## src/rtl/flood_pkg.sv

```systemverilog
// rtl/flood_pkg.sv - shared constants, FSM encoding and helpers for the board generator
package flood_pkg;

  localparam int SIZE_MIN  = 2;
  localparam int SIZE_MAX  = 26;
  localparam int COLOR_MIN = 3;
  localparam int COLOR_MAX = 8;
  localparam int ADDR_W    = 10;

  // Galois feedback mask for x^16 + x^14 + x^13 + x^11 + 1 (right-shifting form)
  localparam logic [15:0] LFSR_TAPS = 16'hB400;

  typedef enum logic [1:0] {
    ST_IDLE = 2'd0,
    ST_FILL = 2'd1,
    ST_DONE = 2'd2
  } state_t;

  function automatic logic [4:0] clamp5(input logic [4:0] v, input logic [4:0] lo,
                                        input logic [4:0] hi);
    if (v < lo) return lo;
    if (v > hi) return hi;
    return v;
  endfunction

  function automatic logic [3:0] clamp4(input logic [3:0] v, input logic [3:0] lo,
                                        input logic [3:0] hi);
    if (v < lo) return lo;
    if (v > hi) return hi;
    return v;
  endfunction

  // Scale an 8-bit random byte into 0..c-1: top bits of the 8x4 product
  function automatic logic [2:0] pick_color(input logic [7:0] r, input logic [3:0] c);
    return 3'(({4'b0, r} * {8'b0, c}) >> 8);
  endfunction

endpackage

```

## src/rtl/lfsr16.sv

```systemverilog
// rtl/lfsr16.sv - free-running 16-bit Galois LFSR
module lfsr16
  import flood_pkg::*;
#(
  parameter logic [15:0] SEED = 16'hACE1
) (
  input  logic        MASTER_CLOCK,
  input  logic        RESET,
  output logic [15:0] state
);

  logic [15:0] state_q;

  // Advance every cycle; reload the seed on reset
  always_ff @(posedge MASTER_CLOCK) begin
    if (RESET) begin
      state_q <= SEED;
    end else begin
      state_q <= {1'b0, state_q[15:1]} ^ (state_q[0] ? LFSR_TAPS : 16'h0000);
    end
  end

  assign state = state_q;

endmodule

```

## src/rtl/board_gen.sv

```systemverilog
// rtl/board_gen.sv - fills the board RAM with random colours, one cell per cycle
module board_gen #(
  parameter logic [15:0] SEED     = 16'hACE1,
  parameter int          SIZE_MAX = 26,
  parameter int          SIZE_MIN = 2
) (
  input  logic       MASTER_CLOCK,
  input  logic       RESET,
  input  logic       INITIALIZE_BOARD,
  input  logic [4:0] SIZE,
  input  logic [3:0] COLOR_NUM,
  output logic       BOARD_READY,
  output logic       WR_EN,
  output logic [9:0] WR_ADDR,
  output logic [2:0] WR_DATA,
  output logic [2:0] FIRST_COLOR
);

  import flood_pkg::*;

  localparam logic [4:0] S_MIN = 5'(SIZE_MIN);
  localparam logic [4:0] S_MAX = 5'(SIZE_MAX);
  localparam logic [3:0] C_MIN = 4'(COLOR_MIN);
  localparam logic [3:0] C_MAX = 4'(COLOR_MAX);

  logic [15:0] lfsr;
  logic        lfsr_unused;

  state_t      state_q, state_n;
  logic [4:0]  s_q, s_n;
  logic [3:0]  c_q, c_n;
  logic [4:0]  row_q, row_n;
  logic [4:0]  col_q, col_n;
  logic        wr_en_q, wr_en_n;
  logic [2:0]  wr_data_q, wr_data_n;
  logic        ready_q, ready_n;
  logic [2:0]  first_q, first_n;
  logic [4:0]  last_idx;

  lfsr16 #(.SEED(SEED)) u_lfsr (
    .MASTER_CLOCK(MASTER_CLOCK),
    .RESET       (RESET),
    .state       (lfsr)
  );

  assign lfsr_unused = ^lfsr[15:8];
  assign last_idx    = s_q - 5'd1;

  // State and registered outputs; reset overrides everything
  always_ff @(posedge MASTER_CLOCK) begin
    if (RESET) begin
      state_q   <= ST_IDLE;
      s_q       <= S_MIN;
      c_q       <= C_MIN;
      row_q     <= '0;
      col_q     <= '0;
      wr_en_q   <= 1'b0;
      wr_data_q <= '0;
      ready_q   <= 1'b0;
      first_q   <= '0;
    end else begin
      state_q   <= state_n;
      s_q       <= s_n;
      c_q       <= c_n;
      row_q     <= row_n;
      col_q     <= col_n;
      wr_en_q   <= wr_en_n;
      wr_data_q <= wr_data_n;
      ready_q   <= ready_n;
      first_q   <= first_n;
    end
  end

  // Next state: the cell presented on the outputs is the one being written this cycle
  always_comb begin
    state_n   = state_q;
    s_n       = s_q;
    c_n       = c_q;
    row_n     = row_q;
    col_n     = col_q;
    wr_en_n   = 1'b0;
    wr_data_n = wr_data_q;
    ready_n   = 1'b0;
    first_n   = first_q;
    case (state_q)
      ST_IDLE: begin
        if (INITIALIZE_BOARD) begin
          s_n       = clamp5(SIZE, S_MIN, S_MAX);
          c_n       = clamp4(COLOR_NUM, C_MIN, C_MAX);
          row_n     = '0;
          col_n     = '0;
          wr_en_n   = 1'b1;
          wr_data_n = pick_color(lfsr[7:0], c_n);
          first_n   = wr_data_n;
          state_n   = ST_FILL;
        end
      end
      ST_FILL: begin
        if (!INITIALIZE_BOARD) begin
          state_n = ST_IDLE;
        end else if (row_q == last_idx && col_q == last_idx) begin
          ready_n = 1'b1;
          state_n = ST_DONE;
        end else begin
          if (col_q == last_idx) begin
            col_n = '0;
            row_n = row_q + 5'd1;
          end else begin
            col_n = col_q + 5'd1;
          end
          wr_en_n   = 1'b1;
          wr_data_n = pick_color(lfsr[7:0], c_q);
        end
      end
      ST_DONE: begin
        if (INITIALIZE_BOARD) begin
          ready_n = 1'b1;
        end else begin
          state_n = ST_IDLE;
        end
      end
      default: state_n = ST_IDLE;
    endcase
  end

  assign BOARD_READY = ready_q;
  assign WR_EN       = wr_en_q;
  assign WR_ADDR     = {row_q, col_q};
  assign WR_DATA     = wr_data_q;
  assign FIRST_COLOR = first_q;

endmodule

```

## config.mk

```make
export PLATFORM = sky130hd
export DESIGN_NAME = board_gen
export DESIGN_NICKNAME = d
export VERILOG_FILES = /design/src/rtl/flood_pkg.sv /design/src/rtl/lfsr16.sv /design/src/rtl/board_gen.sv
export SDC_FILE = /design/constraint.sdc
export NUM_CORES = 1
export LEC_CHECK = 0
export CAP_MARGIN = 20
export CORE_MARGIN = 4
export CORE_UTILIZATION = 30
export CTS_CLUSTER_SIZE = 12
export DETAILED_ROUTE_END_ITERATION = 10
export PLACE_DENSITY = 0.56
export SYNTH_ARGS = -nofsm -noshare
export SYNTH_HDL_FRONTEND = slang
export SYNTH_SLANG_ARGS = --single-unit
```

## constraint.sdc

```tcl
create_clock -name MASTER_CLOCK -period 12.8 [get_ports MASTER_CLOCK]
set_input_delay 2.56 -clock MASTER_CLOCK [delete_from_list [all_inputs] [get_ports MASTER_CLOCK]]
set_output_delay 2.56 -clock MASTER_CLOCK [all_outputs]
set_load 0.03 [all_outputs]
```

==> results of run 1 <==
[cells in the final DEF, fill, tap and decap left out, drive strengths merged, types with 4 or more instances in the layout]
cell type       n
or2             7
a21oi          28
nand4           5
a21o            4
or3             6
fa             22
nand3          19
ha             30
nor2b           9
o21ai          17
nor3            9
inv            45
nor2           14
nand2          59
xnor2          17
xor2            4
and2           39
and3            6
clkdlybuf4s50  29
o211ai          4
dfxtp          45
clkbuf          5
[layout make-up]
cell class	count	area share
multi-input combinational	347	0.598
sequential	45	0.205
timing repair buffer	30	0.0678
tap	168	0.0478
inverter	45	0.0385
clock buffer	5	0.0285
clock inverter	3	0.0148
[sequential cells by signal (all words and copies together), names as in the netlist]
name          count
u_lfsr.state     16
col_q             5
row_q             5
s_q               5
c_q               4
FIRST_COLOR       3
WR_DATA           3
state_q           2
BOARD_READY       1
WR_EN             1
[worst paths after layout]
check,from,endpoint,depth (start not counted)
max,COLOR_NUM[3],WR_DATA[0]$_SDFFE_PP0P_,13
max reg2reg,u_lfsr.state[2]$_SDFF_PP0_,WR_DATA[0]$_SDFFE_PP0P_,12
min reg2reg,u_lfsr.state[8]$_SDFF_PP0_,u_lfsr.state[7]$_SDFF_PP1_,1
min,u_lfsr.state[8]$_SDFF_PP0_,u_lfsr.state[7]$_SDFF_PP1_,1
[routing by layer]
layer	up-vias	global-route usage	share of wire
met5	-	0	0
met4	0	0.0375	0.015
met3	10	0.0215	0.030
met2	53	0.201	0.44
met1	1507	0.185	0.51
li1	1582	-	-
[power breakdown]
group          total (mW)  internal [mW]  switching (mW)
clock network       0.167          0.112          0.0555
registers           0.163          0.150          0.0128
logic               0.149         0.0643          0.0846
[worst max-delay path: stages]
cell	delay (ns)
clkdlybuf4s50_1	0.61
nor2b_1	0.45
nand2_1	0.14
fa_1	0.52
inv_1	0.06
fa_1	0.48
ha_1	0.29
nand4b_1	0.09
a211o_1	0.36
a21boi_0	0.33
mux2i_1	0.12
or4_1	0.40
a21oi_1	0.14
[cells by family after synthesis]
kind of cell / after synthesis / synth area share
muxes: 3 / 0.00792
adders and majority gates: 52 / 0.215
xor gates and xnor gates: 21 / 0.0485
and+or+nand+nor: 185 / 0.259
AOI/OAI and AO/OA: 86 / 0.161
DFF: 45 / 0.238
buffers and inverters: 65 / 0.0697
[metrics by stage]
step	power, mW	setup WS (ns)	util
after detailed placement	0.314	6.16	0.344
after global placement	0.312	6.28	0.344
after floorplan	0.275	7.01	-
final	0.479	6.46	0.360
after CTS	0.484	6.45	0.360
after global routing	0.512	6.22	0.360
==> summary.txt, run 1 <==
Yosys
  – Syn. warnings: 0
  – Top cells by count, synth: nand2_1 (58), dfxtp_1 (45), inv_1 (45)
  – Seq/Total Area, Yosys: 0.238
  – Post-synth top area share: 0.238
  – Yosys top cell by area: dfxtp_1
  – Async S/R FF share, synth: 0
  – Synth Net Count: 521
  – Top cells by area, synth: dfxtp_1 (24%), fa_1 (12%), ha_1 (9.9%), and2_1 (6.4%), nand2_1 (5.7%)
  – Flops & latches, synth: 45
  – Ys flop type: dfxtp_1
  – Syn Inst Count: 457
  – EDFF count, synth: 0
  – Post-synth cell types: 61
  – Count leader, synth: nand2_1
  – Post-Syn Area: 3790 µm²
  – Synth Area per Inst: 8.29 µm²

Finish
  – Fill count: 1282
  – Area growth syn-to-layout: 15.9%
  – Number of diodes: 0
  – Area of the multi-input gates: 2630 µm²
  – Layout cells sized above 1: 0.0547
  – Register area: 901 µm²
  – Fin area: 4390 µm²
  – Non-filler cells, final: 643
  – Fin nets: 538

Power and ir drop
  – PD cells: 109 nW/µm²
  – P_leak: 1.88 nW
  – Peak VDD IR: 73.0 µV

Detailed routing
  – Vias: 3152
  – Routed WL per cell: 13.8 µm
  – Residual DRC: 0
  – First-pass DRT Iterations: 6
  – DRT Wirelength: 8850 µm
  – Vias per Instance: 4.90
  – Final ANT Viol Nets: 0
  – DRT iter0 DRCs: 164

Timing
  – Final hold violations: 0
  – Max Fclk: 158 MHz
  – TNS Setup: 0 ns
  – RSZ-0062 raised after global routing: false
  – Clk_skew: 0.00359 ns
  – Hold WS: 0.410 ns
  – Least-Margin Pin Slew: 0.582 ns
  – Pins Over Slew Limit: 0
  – Slew HR: 0.610
  – Period utilisation layout: 0.495
  – Setup-violating endpoint count in the final report: 0
  – Fin crit period: 6.34 ns

Clock network
  – Clock Sinks: 45
  – Postcts setup bufs: 0
  – Clk_lat worst skew: 0.29 ns
  – Max clock buf depth: 2
  – Cts hold-fix bufs: 0
  – CTS clk-pin slew, worst paths: 0.06 ns
  – Num CTS Buffers: 5
  – Cts repair resizes: 0
  – H-tree depth: 2
  – CTS tree: yes
  – Root Buffer: clkbuf_16

Placed design
  – Area after DPL: 4200 µm²
  – IO Port Bufs: 29
  – Post-Place Cells: 635
  – Global placement routability congestion: 0.821
  – HPWL Detailed: 6660 µm

Floorplanning
  – Die Wd: 120 µm
  – Starting Density: 0.310
  – Row count: 40
  – Die ar.: 14500 µm²
  – Core Box Area: 12200 µm²
  – # IOs: 30
  – Die height: 120 µm

GRT
  – Initial antenna violation count: 0
  – Largest net degree at the start of global routing: 31
  – First-pass GRT wire length: 15400 µm
  – Vias in the first global route: 3051
  – Gr ovfl total: 0
  – Gr usage total: 0.129

Critical path
  – CP Capture Type: flip-flop
  – Critical Path AT: 6.56 ns
  – Worst EP required: 13.02 ns
  – Flop2flop setup slack: 9.05 ns
  – CP Launch Type: input pin
  – Crit Path Max Fanout: 13
  – WS Path Type: input pin to flip-flop

Min path
  – Worst hold path class: flip-flop to flip-flop

Run status
  – Status: complete, no violations

Flow run
  – Max-cap violations: 0
Note: power is estimated with default switching activity, not from simulation.
==> run 2, diff against run 1 <==
--- a/config.mk
+++ b/config.mk
@@ -10,7 +10,7 @@
 export CORE_UTILIZATION = 30
 export CTS_CLUSTER_SIZE = 12
 export DETAILED_ROUTE_END_ITERATION = 10
-export PLACE_DENSITY = 0.56
+export PLACE_DENSITY = 0.57
 export SYNTH_ARGS = -nofsm -noshare
 export SYNTH_HDL_FRONTEND = slang
 export SYNTH_SLANG_ARGS = --single-unit
==> constraint.sdc (replaced) <==
create_clock -name MASTER_CLOCK -period 5.2 [get_ports MASTER_CLOCK]
set_input_delay 1.04 -clock MASTER_CLOCK [delete_from_list [all_inputs] [get_ports MASTER_CLOCK]]
set_output_delay 1.04 -clock MASTER_CLOCK [all_outputs]
set_load 0.03 [all_outputs]
==> run 2 against run 1 <==
Register-to-register slack got worse by 7.6 ns; non-clock buffer count rose by 2; wire length increased by 0.32%; global-route usage is 0.070 points lower; combinational power rose by 140%.
==> summary.txt, run 2 (same netlist as run 1, synthesis figures left out) <==
Floorplanning
  – # IOs: 30 (unchanged)
  – Row count: 40 (unchanged)
  – Core Box Area: 12200 µm² (unchanged)
  – Starting Density: 0.310 (unchanged)
  – Die height: 120 µm (unchanged)
  – Die Wd: 120 µm (unchanged)
  – Die ar.: 14500 µm² (unchanged)

Finish
  – Layout cells sized above 1: 0.0587 (+0.00396)
  – Fill count: 1282 (unchanged)
  – Fin util: 0.361 (+0.00123)
  – Number of diodes: 0 (unchanged)
  – Max reg flops: 16 (unchanged)
  – Most frequent cells in the layout: nand2_1 (58), dfxtp_1 (45), inv_1 (45), and2_1 (39), ha_1 (30)
  – Non-filler cells, final: 645 (+0.31%)
  – Area growth syn-to-layout: 16.3%
  – Fin nets: 540 (+0.37%)
  – Most common library cell in the layout ignoring fill and taps: nand2_1

GRT
  – Met1 global-route usage: 0.170 (-0.0148)
  – Grt met2 use: 0.217 (+0.0154)
  – Met3 Use GR: 0.0225 (+0.000935)
  – First-pass GRT wire length: 15300 µm (-0.36%)
  – Most Crowded Layer GR: met2
  – Vias in the first global route: 3221 (+5.6%)
  – Largest net degree at the start of global routing: 31 (unchanged)
  – Gr ovfl total: 0 (unchanged)
  – Initial antenna violation count: 0 (unchanged)
  – Gr usage total: 0.129 (-0.000703)

Critical path
  – Worst EP required: 5.42 ns (-7.60 ns)
  – WS Path Type: input pin to flip-flop
  – CP Launch Type: input pin
  – Crit Path Max Fanout: 8 (-5)
  – Reg2reg end: WR_DATA[0]$_SDFFE_PP0P_
  – RR Startpoint: u_lfsr.state[2]$_SDFF_PP0_
  – Flop2flop setup slack: 1.44 ns (-7.61 ns)
  – Critical Path AT: 4.89 ns (-1.67 ns)
  – Setup crit end: WR_DATA[0]$_SDFFE_PP0P_
  – CP Capture Type: flip-flop
  – R2r worst-path depth: 12 (unchanged)
  – Crit path from: COLOR_NUM[2]

Power and ir drop
  – P_leak: 1.89 nW (+0.53%)
  – Peak VDD IR: 146 µV (+100%)
  – PD cells: 267 nW/µm² (+150%)
  – Design Power: 1.18 mW (+150%)

Detailed routing
  – First-pass DRT Iterations: 4 (-2)
  – DRT Wirelength: 8870 µm (+0.32%)
  – Residual DRC: 0 (unchanged)
  – Vias per Instance: 4.85 (-0.97%)
  – Vias: 3131 (-0.67%)
  – DRT iter0 DRCs: 230 (+40%)
  – Final ANT Viol Nets: 0 (unchanged)
  – Routed WL per cell: 13.8 µm (about the same)

Timing
  – Least-Margin Pin Slew: 0.600 ns (+0.0189 ns)
  – Max Fclk: 214 MHz
  – Period utilisation layout: 0.898
  – Fin crit period: 4.67 ns
  – TNS Setup: 0 ns (unchanged)
  – Setup-violating endpoint count in the final report: 0 (unchanged)
  – Worst Slack Setup Final: 0.528 ns (-5.93 ns)
  – RSZ-0062 raised after global routing: false
  – Clk_skew: 0.00336 ns (-0.000236 ns)
  – Slew HR: 0.597 (-0.0127)
  – Final hold violations: 0 (unchanged)
  – Pins Over Slew Limit: 0 (unchanged)

Placed design
  – IO Port Bufs: 29 (unchanged)
  – Post-Place Cells: 637 (+0.31%)
  – Global placement routability congestion: 0.790 (-3.7%)
  – Dpl ws: 0.280 ns (-5.88 ns)
  – HPWL Detailed: 6850 µm (+2.9%)

Clock network
  – H-tree depth: 2 (unchanged)
  – Clk_lat worst skew: 0.29 ns (about the same)
  – Clock Sinks: 45 (unchanged)
  – Root Buffer: clkbuf_16
  – Postcts setup bufs: 0 (unchanged)
  – Cts repair resizes: 0 (unchanged)
  – Cts hold-fix bufs: 0 (unchanged)
  – Num CTS Buffers: 5 (unchanged)
  – CTS tree: yes
  – CTS clk-pin slew, worst paths: 0.06 ns (about the same)
  – Max clock buf depth: 2 (unchanged)

Run status
  – Status: complete, no violations

Min path
  – Worst hold path class: flip-flop to flip-flop
  – Hold_sp: u_lfsr.state[8]$_SDFF_PP0_

Flow run
  – Max-cap violations: 0 (unchanged)
-- run 2: how the worst min path moves through the flow --
stage / end / slack [ns] / cells past startpoint
3_3_place_gp: u_lfsr.state[11]$_SDFF_PP1_ / 0.40 / 1
3_5_place_dp: u_lfsr.state[7]$_SDFF_PP1_ / 0.40 / 1
5_1_grt: u_lfsr.state[7]$_SDFF_PP1_ / 0.43 / 1
6_report: u_lfsr.state[7]$_SDFF_PP1_ / 0.41 / 1
2_1_floorplan: u_lfsr.state[11]$_SDFF_PP1_ / 0.39 / 1
4_1_cts: u_lfsr.state[7]$_SDFF_PP1_ / 0.41 / 1
-- run 2: per-stage QoR --
stage,instance area (µm²),hold WS (ns)
4_1_cts,4410,0.412
6_report,4410,0.410
2_1_floorplan,3790,0.389
3_3_place_gp,4220,0.395
3_5_place_dp,4220,0.396
5_1_grt,4410,0.428
-- run 2: area by class of cell --
| type | count | area (µm²) | share of cell area |
|---|---|---|---|
| multi-input cells | 347 | 2630 | 0.596 |
| clock inverters | 3 | 65.1 | 0.0148 |
| flip-flops and latches | 45 | 901 | 0.204 |
| inverters | 45 | 169 | 0.0383 |
| well taps | 168 | 210 | 0.0477 |
| clock buffers | 5 | 125 | 0.0284 |
| repair buffers | 32 | 313 | 0.0710 |
-- run 2: per-layer routing --
metal  wire [µm]  vias up
li1            -     1586
met1        4290     1506
met2        4260       32
met3         217        7
met4         101        0
met5           0        -
-- run 2: worst max-delay path: stages --
cell and delay, ns:
clkdlybuf4s50_1 0.47, a21oi_1 0.45, nand2_1 0.14, fa_1 0.49, inv_1 0.05, fa_1 0.49
ha_1 0.29, nand4b_1 0.10, a211o_1 0.35, a21boi_0 0.33, mux2i_1 0.12, or4_1 0.40
a21oi_1 0.16
-- run 2: report_power, final --
part / internal, mW / total, mW / leakage (nW) / switching [mW]
Combinational: 0.159 / 0.363 / 1.42 / 0.204
Sequential: 0.369 / 0.402 / 0.370 / 0.0325
Clock: 0.274 / 0.412 / 0.0938 / 0.138
Total: 0.803 / 1.18 / 1.89 / 0.374
==> run 3, diff against run 2 <==
--- a/config.mk
+++ b/config.mk
@@ -6,11 +6,14 @@
 export NUM_CORES = 1
 export LEC_CHECK = 0
 export CAP_MARGIN = 20
+export CELL_PAD_IN_SITES_DETAIL_PLACEMENT = 0
+export CELL_PAD_IN_SITES_GLOBAL_PLACEMENT = 1
+export CORE_ASPECT_RATIO = 1.75
 export CORE_MARGIN = 4
 export CORE_UTILIZATION = 30
 export CTS_CLUSTER_SIZE = 12
 export DETAILED_ROUTE_END_ITERATION = 10
-export PLACE_DENSITY = 0.57
+export PLACE_DENSITY_LB_ADDON = 0.1
 export SYNTH_ARGS = -nofsm -noshare
 export SYNTH_HDL_FRONTEND = slang
 export SYNTH_SLANG_ARGS = --single-unit
==> run 3 against run 2 <==
Flip-flop and latch count unchanged; power increased by 1.9%; die area increased by 0.49%; count of clock-buffer cells in the layout unchanged; wire length increased by 20%; via count increased by 3.0%; global-route usage increased by 2.6 points; combinational power increased by 3%; hold slack got worse by 0.0024 ns; critical endpoint unchanged; largest power group unchanged.
==> summary.txt, run 3 (same netlist as run 1, synthesis figures left out) <==
Clock network
  – CTS clk-pin slew, worst paths: 0.07 ns (about the same)
  – H-tree depth: 2 (unchanged)
  – Cts hold-fix bufs: 0 (unchanged)
  – Max clock buf depth: 2 (unchanged)
  – Postcts setup bufs: 0 (unchanged)
  – Root Buffer: clkbuf_16
  – Cts repair resizes: 0 (unchanged)
  – Clk_lat worst skew: 0.30 ns (about the same)
  – Num CTS Buffers: 5 (unchanged)
  – CTS tree: yes
  – Clock Sinks: 45 (unchanged)

GRT
  – Initial antenna violation count: 0 (unchanged)
  – Gr usage total: 0.155 (+0.0259)
  – Vias in the first global route: 3381 (+5.0%)
  – First-pass GRT wire length: 17500 µm (+14%)
  – Gr ovfl total: 0 (unchanged)
  – Largest net degree at the start of global routing: 30 (-3.2%)

Finish
  – Most common library cell in the layout ignoring fill and taps: nand2_1
  – Register area: 901 µm² (unchanged)
  – Max reg flops: 16 (unchanged)
  – Number of diodes: 0 (unchanged)
  – Fill count: 1336 (+4.2%)
  – Area of the multi-input gates: 2630 µm² (unchanged)
  – Area growth syn-to-layout: 16.6%
  – Fin util: 0.355 (-0.00549)
  – Most frequent cells in the layout: nand2_1 (58), dfxtp_1 (45), inv_1 (45), and2_1 (39), ha_1 (30)
  – Non-filler cells, final: 646 (+0.16%)
  – Fin nets: 541 (+0.19%)
  – Layout cells sized above 1: 0.0607 (+0.00197)

Detailed routing
  – Vias: 3225 (+3.0%)
  – Final ANT Viol Nets: 0 (unchanged)
  – Routed WL per cell: 16.5 µm (+20%)
  – First-pass DRT Iterations: 4 (unchanged)
  – Vias per Instance: 4.99 (+2.8%)
  – Residual DRC: 0 (unchanged)
  – DRT iter0 DRCs: 97 (-58%)
  – DRT Wirelength: 10600 µm (+20%)

Placed design
  – Post-Place Cells: 638 (+0.16%)
  – HPWL Detailed: 8330 µm (+22%)
  – IO Port Bufs: 29 (unchanged)
  – Global placement routability congestion: 0.805 (+1.8%)

Run status
  – Status: complete, no violations

Flow run
  – Max-cap violations: 0 (unchanged)

Timing
  – Hold WS: 0.408 ns (-0.00240 ns)
  – Max Fclk: 211 MHz (-1.4%)
  – Clk_skew: 0.0111 ns (+0.00771 ns)
  – Slew HR: 0.500 (-0.0969)
  – Least-Margin Pin Slew: 0.745 ns (+0.144 ns)
  – RSZ-0062 raised after global routing: false
  – Final hold violations: 0 (unchanged)
  – TNS Setup: 0 ns (unchanged)
  – Setup-violating endpoint count in the final report: 0 (unchanged)
  – Period utilisation layout: 0.911 (+0.0130)
  – Fin crit period: 4.74 ns (+0.0676 ns)
  – Pins Over Slew Limit: 0 (unchanged)

Critical path
  – Worst EP required: 5.42 ns (about the same)
  – Critical Path AT: 4.96 ns (+0.07 ns)
  – CP Launch Type: input pin
  – Crit Path Max Fanout: 8 (unchanged)
  – CP Capture Type: flip-flop
  – WS Path Type: input pin to flip-flop

Power and ir drop
  – Seq pwr share: 0.336 (-0.005)
  – P_leak: 1.89 nW (+0.30%)
  – Logic gate share of total power: 0.313 (+0.004)
  – Sw Share: 0.328 (+0.00972)
  – NetSw: 393 µW (+5.0%)
  – Design Power: 1.20 mW (+1.9%)
  – PD cells: 271 nW/µm² (+1.6%)
  – Peak VDD IR: 130 µV (-11%)
  – Clock power share: 0.351 (about the same)
  – Int Pwr: 806 µW (+0.43%)

Floorplanning
  – Core Box Area: 12400 µm² (+1.8%)
  – Die height: 157 µm (+30%)
  – Starting Density: 0.305 (-0.00550)
  – Row count: 54 (+35%)
  – Die Wd: 93.0 µm (-23%)
  – # IOs: 30 (unchanged)
  – Die ar.: 14600 µm² (+0.49%)

Min path
  – Worst hold path class: flip-flop to flip-flop
run 3: metrics by stage:
| stage | worst slack, ns | instance area [µm²] |
|---|---|---|
| after floorplan | 0.927 | 3790 |
| after global placement | 0.286 | 4230 |
| after detailed placement | 0.143 | 4230 |
| after CTS | 0.450 | 4420 |
| after global routing | 0.180 | 4420 |
| final | 0.461 | 4420 |
run 3: power groups by stage:
stage / sequential, mW / combinational, mW / clock (mW)
floorplan: 0.411 / 0.266 / 0
global placement: 0.413 / 0.376 / 0
detailed placement: 0.413 / 0.378 / 0
CTS: 0.405 / 0.381 / 0.435
global route: 0.409 / 0.421 / 0.453
finish: 0.403 / 0.375 / 0.421
run 3: metal layers:
metal,GRT usage,vias to the layer above,part of all wire
met2,0.322,32,0.59
met1,0.152,1592,0.37
met5,0,-,0
met4,0.0531,0,0.020
met3,0.0149,11,0.013
li1,-,1590,-
run 3: final timing paths:
| kind | startpoint | endpoint | slack, ns | depth (start not counted) |
|---|---|---|---|---|
| setup / recovery | COLOR_NUM[3] | WR_DATA[0]$_SDFFE_PP0P_ | 0.46 | 13 |
| setup reg to reg | u_lfsr.state[2]$_SDFF_PP0_ | WR_DATA[0]$_SDFFE_PP0P_ | 1.40 | 12 |
| hold reg to reg | u_lfsr.state[8]$_SDFF_PP0_ | u_lfsr.state[7]$_SDFF_PP1_ | 0.41 | 1 |
| hold / removal | u_lfsr.state[8]$_SDFF_PP0_ | u_lfsr.state[7]$_SDFF_PP1_ | 0.41 | 1 |
run 3: final cells by class:
| cell class | count | share of cell area |
|---|---|---|
| sequential | 45 | 0.204 |
| multi-input combinational | 347 | 0.594 |
| timing repair buffer | 33 | 0.0725 |
| tap | 168 | 0.0476 |
| clock inverter | 3 | 0.0156 |
| inverter | 45 | 0.0382 |
| clock buffer | 5 | 0.0283 |
run 3: worst max-delay path, stage by stage:
cell,delay [ns]
clkdlybuf4s50_1,0.51
a21oi_1,0.50
nand2_1,0.14
fa_1,0.50
inv_1,0.05
fa_1,0.47
ha_1,0.29
nand4b_1,0.10
a211o_1,0.35
a21boi_0,0.33
mux2i_1,0.13
or4_1,0.41
a21oi_1,0.14
